**config.mk**
```make
export PLATFORM = sky130hd
export DESIGN_NAME = goertzel_axil_regs
export DESIGN_NICKNAME = d
export VERILOG_FILES = /design/src/rtl/goertzel_axil_regs.sv
export SDC_FILE = /design/constraint.sdc
export NUM_CORES = 1
export LEC_CHECK = 0
export ABC_AREA = 1
export CORE_MARGIN = 2
export CORE_UTILIZATION = 23
export DETAILED_ROUTE_END_ITERATION = 7
export RECOVER_POWER = 50
export SYNTH_ARGS = -nofsm -noshare
export SYNTH_HDL_FRONTEND = slang
export SYNTH_SLANG_ARGS = --single-unit
export TNS_END_PERCENT = 30
```
**constraint.sdc**
```tcl
create_clock -name axi_clk_i -period 3.8 [get_ports axi_clk_i]
set_input_delay 0.76 -clock axi_clk_i [delete_from_list [all_inputs] [get_ports axi_clk_i]]
set_output_delay 0.76 -clock axi_clk_i [all_outputs]
set_load 0.05 [all_outputs]
```
**src/rtl/goertzel_axil_regs.sv**
```systemverilog
// goertzel_axil_regs: AXI-lite register file for the Goertzel core; `define GOERTZEL_REGS_IRQ_EN adds IRQ_EN (0x1C) and irq_o
package axi_pkg;
  typedef struct packed {
    logic [31:0] awaddr;
    logic [2:0]  awprot;
    logic        awvalid;
    logic [31:0] wdata;
    logic [3:0]  wstrb;
    logic        wvalid;
    logic        bready;
    logic [31:0] araddr;
    logic [2:0]  arprot;
    logic        arvalid;
    logic        rready;
  } axi_lite_mosi;
  typedef struct packed {
    logic        awready;
    logic        wready;
    logic [1:0]  bresp;
    logic        bvalid;
    logic        arready;
    logic [31:0] rdata;
    logic [1:0]  rresp;
    logic        rvalid;
  } axi_lite_miso;
endpackage

module goertzel_axil_regs #(
  parameter int          COEFF_W = 18,
  parameter int          N_W     = 16,
  parameter int          N_DEF   = 205,
  parameter int          RES_W   = 48,
  parameter logic [31:0] ID_VAL  = 32'h4745_0001
) (
  input  logic                  axi_clk_i,
  input  logic                  axi_rstn_i,
  input  axi_pkg::axi_lite_mosi axii_i,
  output axi_pkg::axi_lite_miso axio_o,
  output logic                  enable_o,
  output logic                  start_o,
  output logic [COEFF_W-1:0]    coeff_o,
  output logic [N_W-1:0]        nsamp_o,
  input  logic                  core_busy_i,
  input  logic                  core_done_i,
  input  logic [RES_W-1:0]      result_i
`ifdef GOERTZEL_REGS_IRQ_EN
  ,
  output logic                  irq_o
`endif
);
  logic        up, aw_held, w_held, bvalid, rvalid;
  logic [1:0]  bresp, rresp;
  logic [31:0] rdata, aw_addr, w_data, wmask, rd_val;
  logic [3:0]  w_strb;
  logic        done, start_err;
  logic [RES_W-1:0] res_q;
  logic [63:0] res_ext;
  logic        awready, wready, arready, aw_hs, w_hs, ar_hs;
  logic        wr_fire, wr_bad, rd_bad, ctrl_wr, w1c, start_ok;
  logic [2:0]  widx;
  logic        unused;
`ifdef GOERTZEL_REGS_IRQ_EN
  logic [1:0]  irq_en;
`endif

  function automatic logic [31:0] merge(input logic [31:0] old, d, m);
    return (old & ~m) | (d & m);
  endfunction

  // up holds all ready signals low during reset and the first cycle after it
  assign awready  = up & ~aw_held & ~bvalid;
  assign wready   = up & ~w_held & ~bvalid;
  assign arready  = up & ~rvalid;
  assign aw_hs    = axii_i.awvalid & awready;
  assign w_hs     = axii_i.wvalid & wready;
  assign ar_hs    = axii_i.arvalid & arready;
  assign wr_fire  = aw_held & w_held & ~bvalid;
  assign wr_bad   = |aw_addr[31:5];
  assign rd_bad   = |axii_i.araddr[31:5];
  assign widx     = aw_addr[4:2];
  assign wmask    = {{8{w_strb[3]}}, {8{w_strb[2]}}, {8{w_strb[1]}}, {8{w_strb[0]}}};
  assign ctrl_wr  = wr_fire & ~wr_bad & (widx == 3'd0) & w_strb[0];
  assign w1c      = wr_fire & ~wr_bad & (widx == 3'd1) & w_strb[0];
  assign start_ok = w_data[0] & ~core_busy_i;
  assign res_ext  = 64'(res_q);
  assign unused   = ^{axii_i.awprot, axii_i.arprot, axii_i.araddr[1:0], aw_addr[1:0]};
  assign axio_o   = '{awready: awready, wready: wready, bresp: bresp, bvalid: bvalid,
                      arready: arready, rdata: rdata, rresp: rresp, rvalid: rvalid};

  // Read mux; STATUS/RESULT reflect register state before any same-cycle update
  always_comb begin
    rd_val = '0;
    case (axii_i.araddr[4:2])
      3'd0: rd_val = {31'd0, enable_o};
      3'd1: rd_val = {29'd0, start_err, done, core_busy_i};
      3'd2: rd_val = 32'(coeff_o);
      3'd3: rd_val = 32'(nsamp_o);
      3'd4: rd_val = res_ext[31:0];
      3'd5: rd_val = res_ext[63:32];
      3'd6: rd_val = ID_VAL;
`ifdef GOERTZEL_REGS_IRQ_EN
      default: rd_val = {30'd0, irq_en};
`else
      default: rd_val = '0;
`endif
    endcase
  end

  // Write path: AW/W holding, register update with B response, start pulse, sticky status
  always_ff @(posedge axi_clk_i or negedge axi_rstn_i) begin
    if (!axi_rstn_i) begin
      up        <= 1'b0;
      aw_held   <= 1'b0;
      w_held    <= 1'b0;
      aw_addr   <= '0;
      w_data    <= '0;
      w_strb    <= '0;
      bvalid    <= 1'b0;
      bresp     <= '0;
      enable_o  <= 1'b0;
      start_o   <= 1'b0;
      coeff_o   <= '0;
      nsamp_o   <= N_W'(N_DEF);
      done      <= 1'b0;
      start_err <= 1'b0;
      res_q     <= '0;
    end else begin
      up <= 1'b1;
      if (aw_hs) begin
        aw_held <= 1'b1;
        aw_addr <= axii_i.awaddr;
      end
      if (w_hs) begin
        w_held <= 1'b1;
        w_data <= axii_i.wdata;
        w_strb <= axii_i.wstrb;
      end
      if (bvalid & axii_i.bready) begin
        bvalid  <= 1'b0;
        aw_held <= 1'b0;
        w_held  <= 1'b0;
      end
      if (wr_fire) begin
        bvalid <= 1'b1;
        bresp  <= wr_bad ? 2'b10 : 2'b00;
      end
      if (ctrl_wr) enable_o <= w_data[0];
      if (wr_fire & ~wr_bad & (widx == 3'd2))
        coeff_o <= COEFF_W'(merge(32'(coeff_o), w_data, wmask));
      if (wr_fire & ~wr_bad & (widx == 3'd3))
        nsamp_o <= N_W'(merge(32'(nsamp_o), w_data, wmask));
      start_o   <= ctrl_wr & w_data[1] & start_ok;
      start_err <= (start_err & ~(w1c & w_data[2])) | (ctrl_wr & w_data[1] & ~start_ok);
      done      <= (done & ~(w1c & w_data[1])) | core_done_i;
      if (core_done_i) res_q <= result_i;
    end
  end

  // Read path: register data/response on AR handshake, hold until rready
  always_ff @(posedge axi_clk_i or negedge axi_rstn_i) begin
    if (!axi_rstn_i) begin
      rvalid <= 1'b0;
      rdata  <= '0;
      rresp  <= '0;
    end else begin
      if (rvalid & axii_i.rready) rvalid <= 1'b0;
      if (ar_hs) begin
        rvalid <= 1'b1;
        rdata  <= rd_bad ? '0 : rd_val;
        rresp  <= rd_bad ? 2'b10 : 2'b00;
      end
    end
  end

`ifdef GOERTZEL_REGS_IRQ_EN
  // IRQ enable register and registered interrupt from enabled sticky bits
  always_ff @(posedge axi_clk_i or negedge axi_rstn_i) begin
    if (!axi_rstn_i) begin
      irq_en <= '0;
      irq_o  <= 1'b0;
    end else begin
      if (wr_fire & ~wr_bad & (widx == 3'd7) & w_strb[0]) irq_en <= w_data[1:0];
      irq_o <= |(irq_en & {start_err, done});
    end
  end
`endif
endmodule
```
==> qor.yml, run 1 <==
run_status:
  status: "complete, but fails checks"
  violations: "capacitance limit, slew limit"
pwr:
  total_power_mw: 5.37
  peakVddDrop_mv: 0.321
  switching_share_pct: 28.6
  share_comb_of_total_power_pct: 18.9
  p_switching_mw: 1.54
  p_per_area_mw_per_mm2: 491
  internal_power_mw: 3.83
  leakage_nw: 5.13
  pwr-share-seq_pct: 46.5
  clock_power_share_pct: 34.6
synth:
  yosys-mux-area-fraction_pct: 7.68
  synth_area_leader_cell: "dfrtp_1"
  synthAdderAreaFrac_pct: 0
  synth_xor_area_share_pct: 0
  netlist_top_cells_area: "dfrtp_1, nand2_1, nand4_1, mux2_4, mux2_2"
  synthSimpleGateAreaFrac_pct: 27.1
  ys_warn_count: 0
  synth_compound_area_share_pct: 3.18
  synth_top_area_share_pct: 54.4
  syn_area_mm2: 0.00787
  ys_ff_latch: 176
  synth_cells: 854
  ys_seq_area_share_pct: 56.1
  synth_top_family_by_area: "simple AND/OR/NAND/NOR gates"
  ys_types: 29
  avgSynthCellArea_um2: 9.21
setup_path:
  cp_slowest_cell: "clkbuf_1"
  cp_max_fo: 38
  path_common_cell: "clkbuf_1"
  critPathLaunchType: "primary input"
  max_stage_delay_ns: 1.27
  path_cells: "clkbuf_1 > clkbuf_1 > o21ai_0"
  crit_path_end_kind: "flip-flop"
  r2r-start: "bvalid"
  startpoint: "core_done_i"
  arrival_ns: 3.07
  worstSetupPathType: "primary input to flip-flop"
  critical_path_required_ns: 4.03
cts:
  root_buffer: "clkbuf_16"
  cts_resized: 0
  clk_path_buf_depth: 2
  post_cts_buffers: 0
  htreeDepth: 4
  cts_buffers: 17
  cts.clk_slew.worst_paths_ns: 0.06
  clk_latency_ns: 0.44
  ctsHoldBuffers: 0
  clock_sinks: 176
  cts_tree: "yes"
floorplanning:
  initial_utilization_pct: 23.4
  die_area_mm2: 0.0357
  coreArea_mm2: 0.0336
  die_w_um: 189
  num_rows: 67
  fp.dieH_um: 189
  io_pins: 240
timing:
  setup_viol: 0
  skew_ns: 0.0124
  relSlewSlack_pct: -30.8
  tightestPinTransition_ns: 1.96
  rsz0062_at_grt: "false"
  setup_slack_ns: 0.965
  final-hold-violation-count: 0
  finalMaxSlewViolations: 113
  fin_tns_setup_ns: 0
  period_share_pct: 74.6
  fin_crit_ns: 2.84
  fmax_mhz: 353
layout:
  n_fill_cell: 3455
  final_area_mm2: 0.0109
  syn2layout_area_growth_pct: 38.9
  drive_above_1_share_pct: 10.1
  final_nets: 1210
placement:
  placedInstanceArea_mm2: 0.0103
  gp_congestion: 0.788
  dpl.hpwl_um: 17800
  pre_cts_slack_ns: 0.835
  portBuffers: 212
job:
  drv_cap: 2
detailed_routing:
  wl_um: 23700
  vias_per_cell: 4.19
  post-route-drc-count: 0
  dr.pass1.iters: 5
  wire_per_inst_um: 15.7
  antenna_left: 0
  drt_iter0_drc: 261
  vias: 6316
global_route:
  grt_pass1_vias: 6409
  grt_pass1_wl_um: 37300
  grt_max_degree: 75
  gr-total-overflow: 0
  antenna_found_initial: 6
  grt_usage_pct: 13.7
min_path:
  hp-start: "res_q[38]"
  hp-class: "flip-flop to flip-flop"
## power by group through the flow
stage | clock (mW) | sequential (mW) | combinational, mW
after global routing | 1.99 | 2.56 | 1.12
after global placement | 0 | 2.52 | 1.02
after CTS | 1.91 | 2.50 | 1.04
after floorplan | 0 | 2.42 | 0.787
final | 1.86 | 2.50 | 1.02
after detailed placement | 0 | 2.53 | 1.04
## synthesized netlist by cell type, drive strengths merged
master and instances:
nand2 340, dfrtp 171, nand4 59, nor2 52, mux2 46, inv 42, o21ai 35, nand3 33
buf 32, clkbuf 16, a21oi 6, nor3 6, o211ai 6, dfstp 5, conb 2, nor4 2
clkinv 1
## placed cells by master, fill, tap and decap left out, types with 3 or more instances in the layout
| cell type | Yosys | final |
|---|---|---|
| nand2_1 | 337 | 337 |
| clkdlybuf4s50_1 | 0 | 209 |
| dfrtp_1 | 171 | 171 |
| nand4_1 | 59 | 59 |
| nor2_1 | 50 | 49 |
| inv_1 | 39 | 40 |
| o21ai_0 | 34 | 34 |
| nand3_1 | 27 | 27 |
| mux2_2 | 23 | 23 |
| mux2_4 | 23 | 23 |
| clkbuf_16 | 0 | 17 |
| nand3_2 | 6 | 6 |
| a21oi_1 | 6 | 6 |
| o211ai_1 | 6 | 6 |
| dfstp_2 | 5 | 5 |
| buf_4 | 10 | 5 |
| clkinv_4 | 0 | 4 |
| clkbuf_1 | 16 | 4 |
| nor3_2 | 3 | 3 |
| nand2_2 | 3 | 3 |
| conb_1 | 2 | 3 |
| bufinv_16 | 0 | 3 |
## area by class of cell
cell class,instances,area [µm²],share of cell area (%)
clock buffers,20,457,4.18
diodes,1,2.50,0.0229
flip-flops and latches,176,4410,40.4
clock inverters,11,155,1.42
multi-input cells,588,3000,27.4
inverters,43,161,1.48
repair buffers,221,2180,20.0
well taps,448,561,5.13
## metal layers
metal	share of wire [%]	track usage [%]	up-vias
li1	-	-	3163
met1	44	17.2	2924
met2	45	21.3	191
met3	9.6	6.14	30
met4	1.4	3.88	8
met5	0.20	0	-
## per-stage QoR
step	std cells	util [%]	hold WS, ns
after global routing	1507	32.5	0.496
final	1508	32.5	0.472
after global placement	1476	30.7	0.454
after CTS	1507	32.6	0.355
after floorplan	855	-	0.442
after detailed placement	1476	30.7	0.459
## cell families (layout without fill, tap and decap cells)
family,Yosys count,count (layout)
AND/OR/NAND/NOR,492,492
other,2,4
buffers and inverters,91,295
multiplexers,46,46
flip-flops,176,176
AO/OA/AOI/OAI,47,47
## worst max-delay path: cells and delay by family
kind,cells,cell delay (ns)
buffers and inverters,2,2.02
AO/OA/AOI/OAI,1,0.28
## worst paths after layout
path / end / slack, ns / depth (start not counted)
worst max-delay path: res_q[1] / 0.96 / 3
worst min-delay path: res_q[38] / 0.47 / 2
worst max register to register: flip-flop / 1.73 / 8
worst min register to register: res_q[38] / 0.47 / 2
max in group asynchronous: aw_addr[17] / 1.12 / 2
min in group asynchronous: w_data[14] / 0.84 / 1
No activity file was read; power rests on OpenSTA's default activity.
==> inputs of run 2 (changes only) <==
Clock period 3.8 ns to 2.6 ns, I/O delays scaled along.
==> qor.yml, run 2 (synthesis gave the netlist of run 1 again) <==
floorplanning:
  num_rows: 67
  initial_utilization_pct: 23.4
  die_w_um: 189
  io_pins: 240
  die_area_mm2: 0.0357
  fp.dieH_um: 189
  coreArea_mm2: 0.0336
timing:
  fin_tns_setup_ns: 0
  tightestPinTransition_ns: 1.67
  setup_slack_ns: 0.138
  setup_viol: 0
  relSlewSlack_pct: -11.2
  skew_ns: 0.0154
  finalMaxSlewViolations: 65
  fmax_mhz: 406
  final-hold-violation-count: 0
  fin_crit_ns: 2.46
  period_share_pct: 94.7
  rsz0062_at_grt: "false"
run_status:
  violations: "capacitance limit, slew limit"
  status: "complete, but fails checks"
placement:
  pre_cts_slack_ns: 0.457
  placedCellCount: 1490
  dpl.hpwl_um: 18200
  portBuffers: 212
  gp_congestion: 0.800
pwr:
  peakVddDrop_mv: 0.501
  switching_share_pct: 29.4
  clock_power_share_pct: 32.5
  leakage_nw: 5.20
  p_switching_mw: 2.25
  share_comb_of_total_power_pct: 20.3
  p_per_area_mw_per_mm2: 698
  internal_power_mw: 5.42
  total_power_mw: 7.67
  pwr-share-seq_pct: 47.2
layout:
  fin_cells: 1522
  drive_above_1_share_pct: 11.2
  mostFrequentLayoutCells: "nand2_1, clkdlybuf4s50_1, dfrtp_1, nand4_1, nor2_1"
  layout_commonest_cell: "nand2_1"
  final_nets: 1224
  syn2layout_area_growth_pct: 39.7
  fin_util_pct: 32.7
setup_path:
  cp_max_fo: 3
  reg2reg_depth: 9
  worstSetupPathType: "flip-flop to output pin"
  reg2reg_to: "enable_o"
  crit_path_end_kind: "output pin"
  critical_path_required_ns: 2.08
  arrival_ns: 1.94
  rrSetupSlack_ns: 0.78
  critPathLaunchType: "flip-flop"
  r2r-start: "bvalid"
job:
  drv_cap: 1
cts:
  ctsHoldBuffers: 0
  cts.clk_slew.worst_paths_ns: 0.07
  clk_latency_ns: 0.43
  root_buffer: "clkbuf_16"
  cts_resized: 0
  cts_buffers: 17
  post_cts_buffers: 0
  clk_path_buf_depth: 2
  htreeDepth: 4
  clock_sinks: 176
  cts_tree: "yes"
min_path:
  hold_end: "res_q[40]"
  hp-start: "res_q[40]"
  hold_depth: 2
  hp-class: "flip-flop to flip-flop"
detailed_routing:
  antenna_left: 0
  post-route-drc-count: 0
  vias: 6437
  wl_um: 23800
  dr.pass1.iters: 4
  drt_iter0_drc: 247
  wire_per_inst_um: 15.7
  vias_per_cell: 4.23
global_route:
  gr-total-overflow: 0
  grt_usage_pct: 13.8
  grt_pass1_wl_um: 37600
  grt_pass1_vias: 6583
  antenna_found_initial: 3
  grt_max_degree: 65
run 2: layer usage:
metal	share of wire [%]	GRT usage (%)
met3	8.6	5.36
met1	45	17.3
met2	45	22.0
met5	0.11	0
met4	1.4	3.88
run 2: critical path, cell delays in order, from the launching register on:
cell and delay, ns:
dfrtp_1 0.33, inv_1 0.18, nor2_1 0.19, clkdlybuf4s50_1 0.82
run 2: power by group through the flow:
| stage | registers [mW] | clock network, mW | logic [mW] |
|---|---|---|---|
| floorplan | 3.54 | 0 | 1.15 |
| global placement | 3.65 | 0 | 1.55 |
| detailed placement | 3.67 | 0 | 1.59 |
| CTS | 3.62 | 2.57 | 1.60 |
| global route | 3.69 | 2.69 | 1.72 |
| finish | 3.62 | 2.49 | 1.56 |
run 2: final cells by class:
cell class	instances	area, µm²
fill	3488	22600
sequential	176	4410
multi-input combinational	588	2990
timing repair buffer	235	2300
tap	448	561
clock buffer	21	450
inverter	43	161
clock inverter	10	106
antenna	1	2.50
run 2: worst max path at each step:
stage	cells past startpoint	end	start	slack, ns
4_1_cts	3	axio_o[40]	up	0.04
6_report	3	axio_o[35]	up	0.14
3_3_place_gp	8	rdata[11]	axii_i[7]	0.47
2_1_floorplan	8	rdata[13]	axii_i[31]	1.16
3_5_place_dp	8	rdata[11]	axii_i[7]	0.46
5_1_grt	3	axio_o[35]	up	0.02
run 2: metrics by stage:
stage | hold WS, ns | cell area [µm²]
final | 0.472 | 11000
after detailed placement | 0.459 | 10500
after floorplan | 0.224 | 7870
after global routing | 0.492 | 11000
after global placement | 0.455 | 10500
after CTS | 0.0935 | 11000
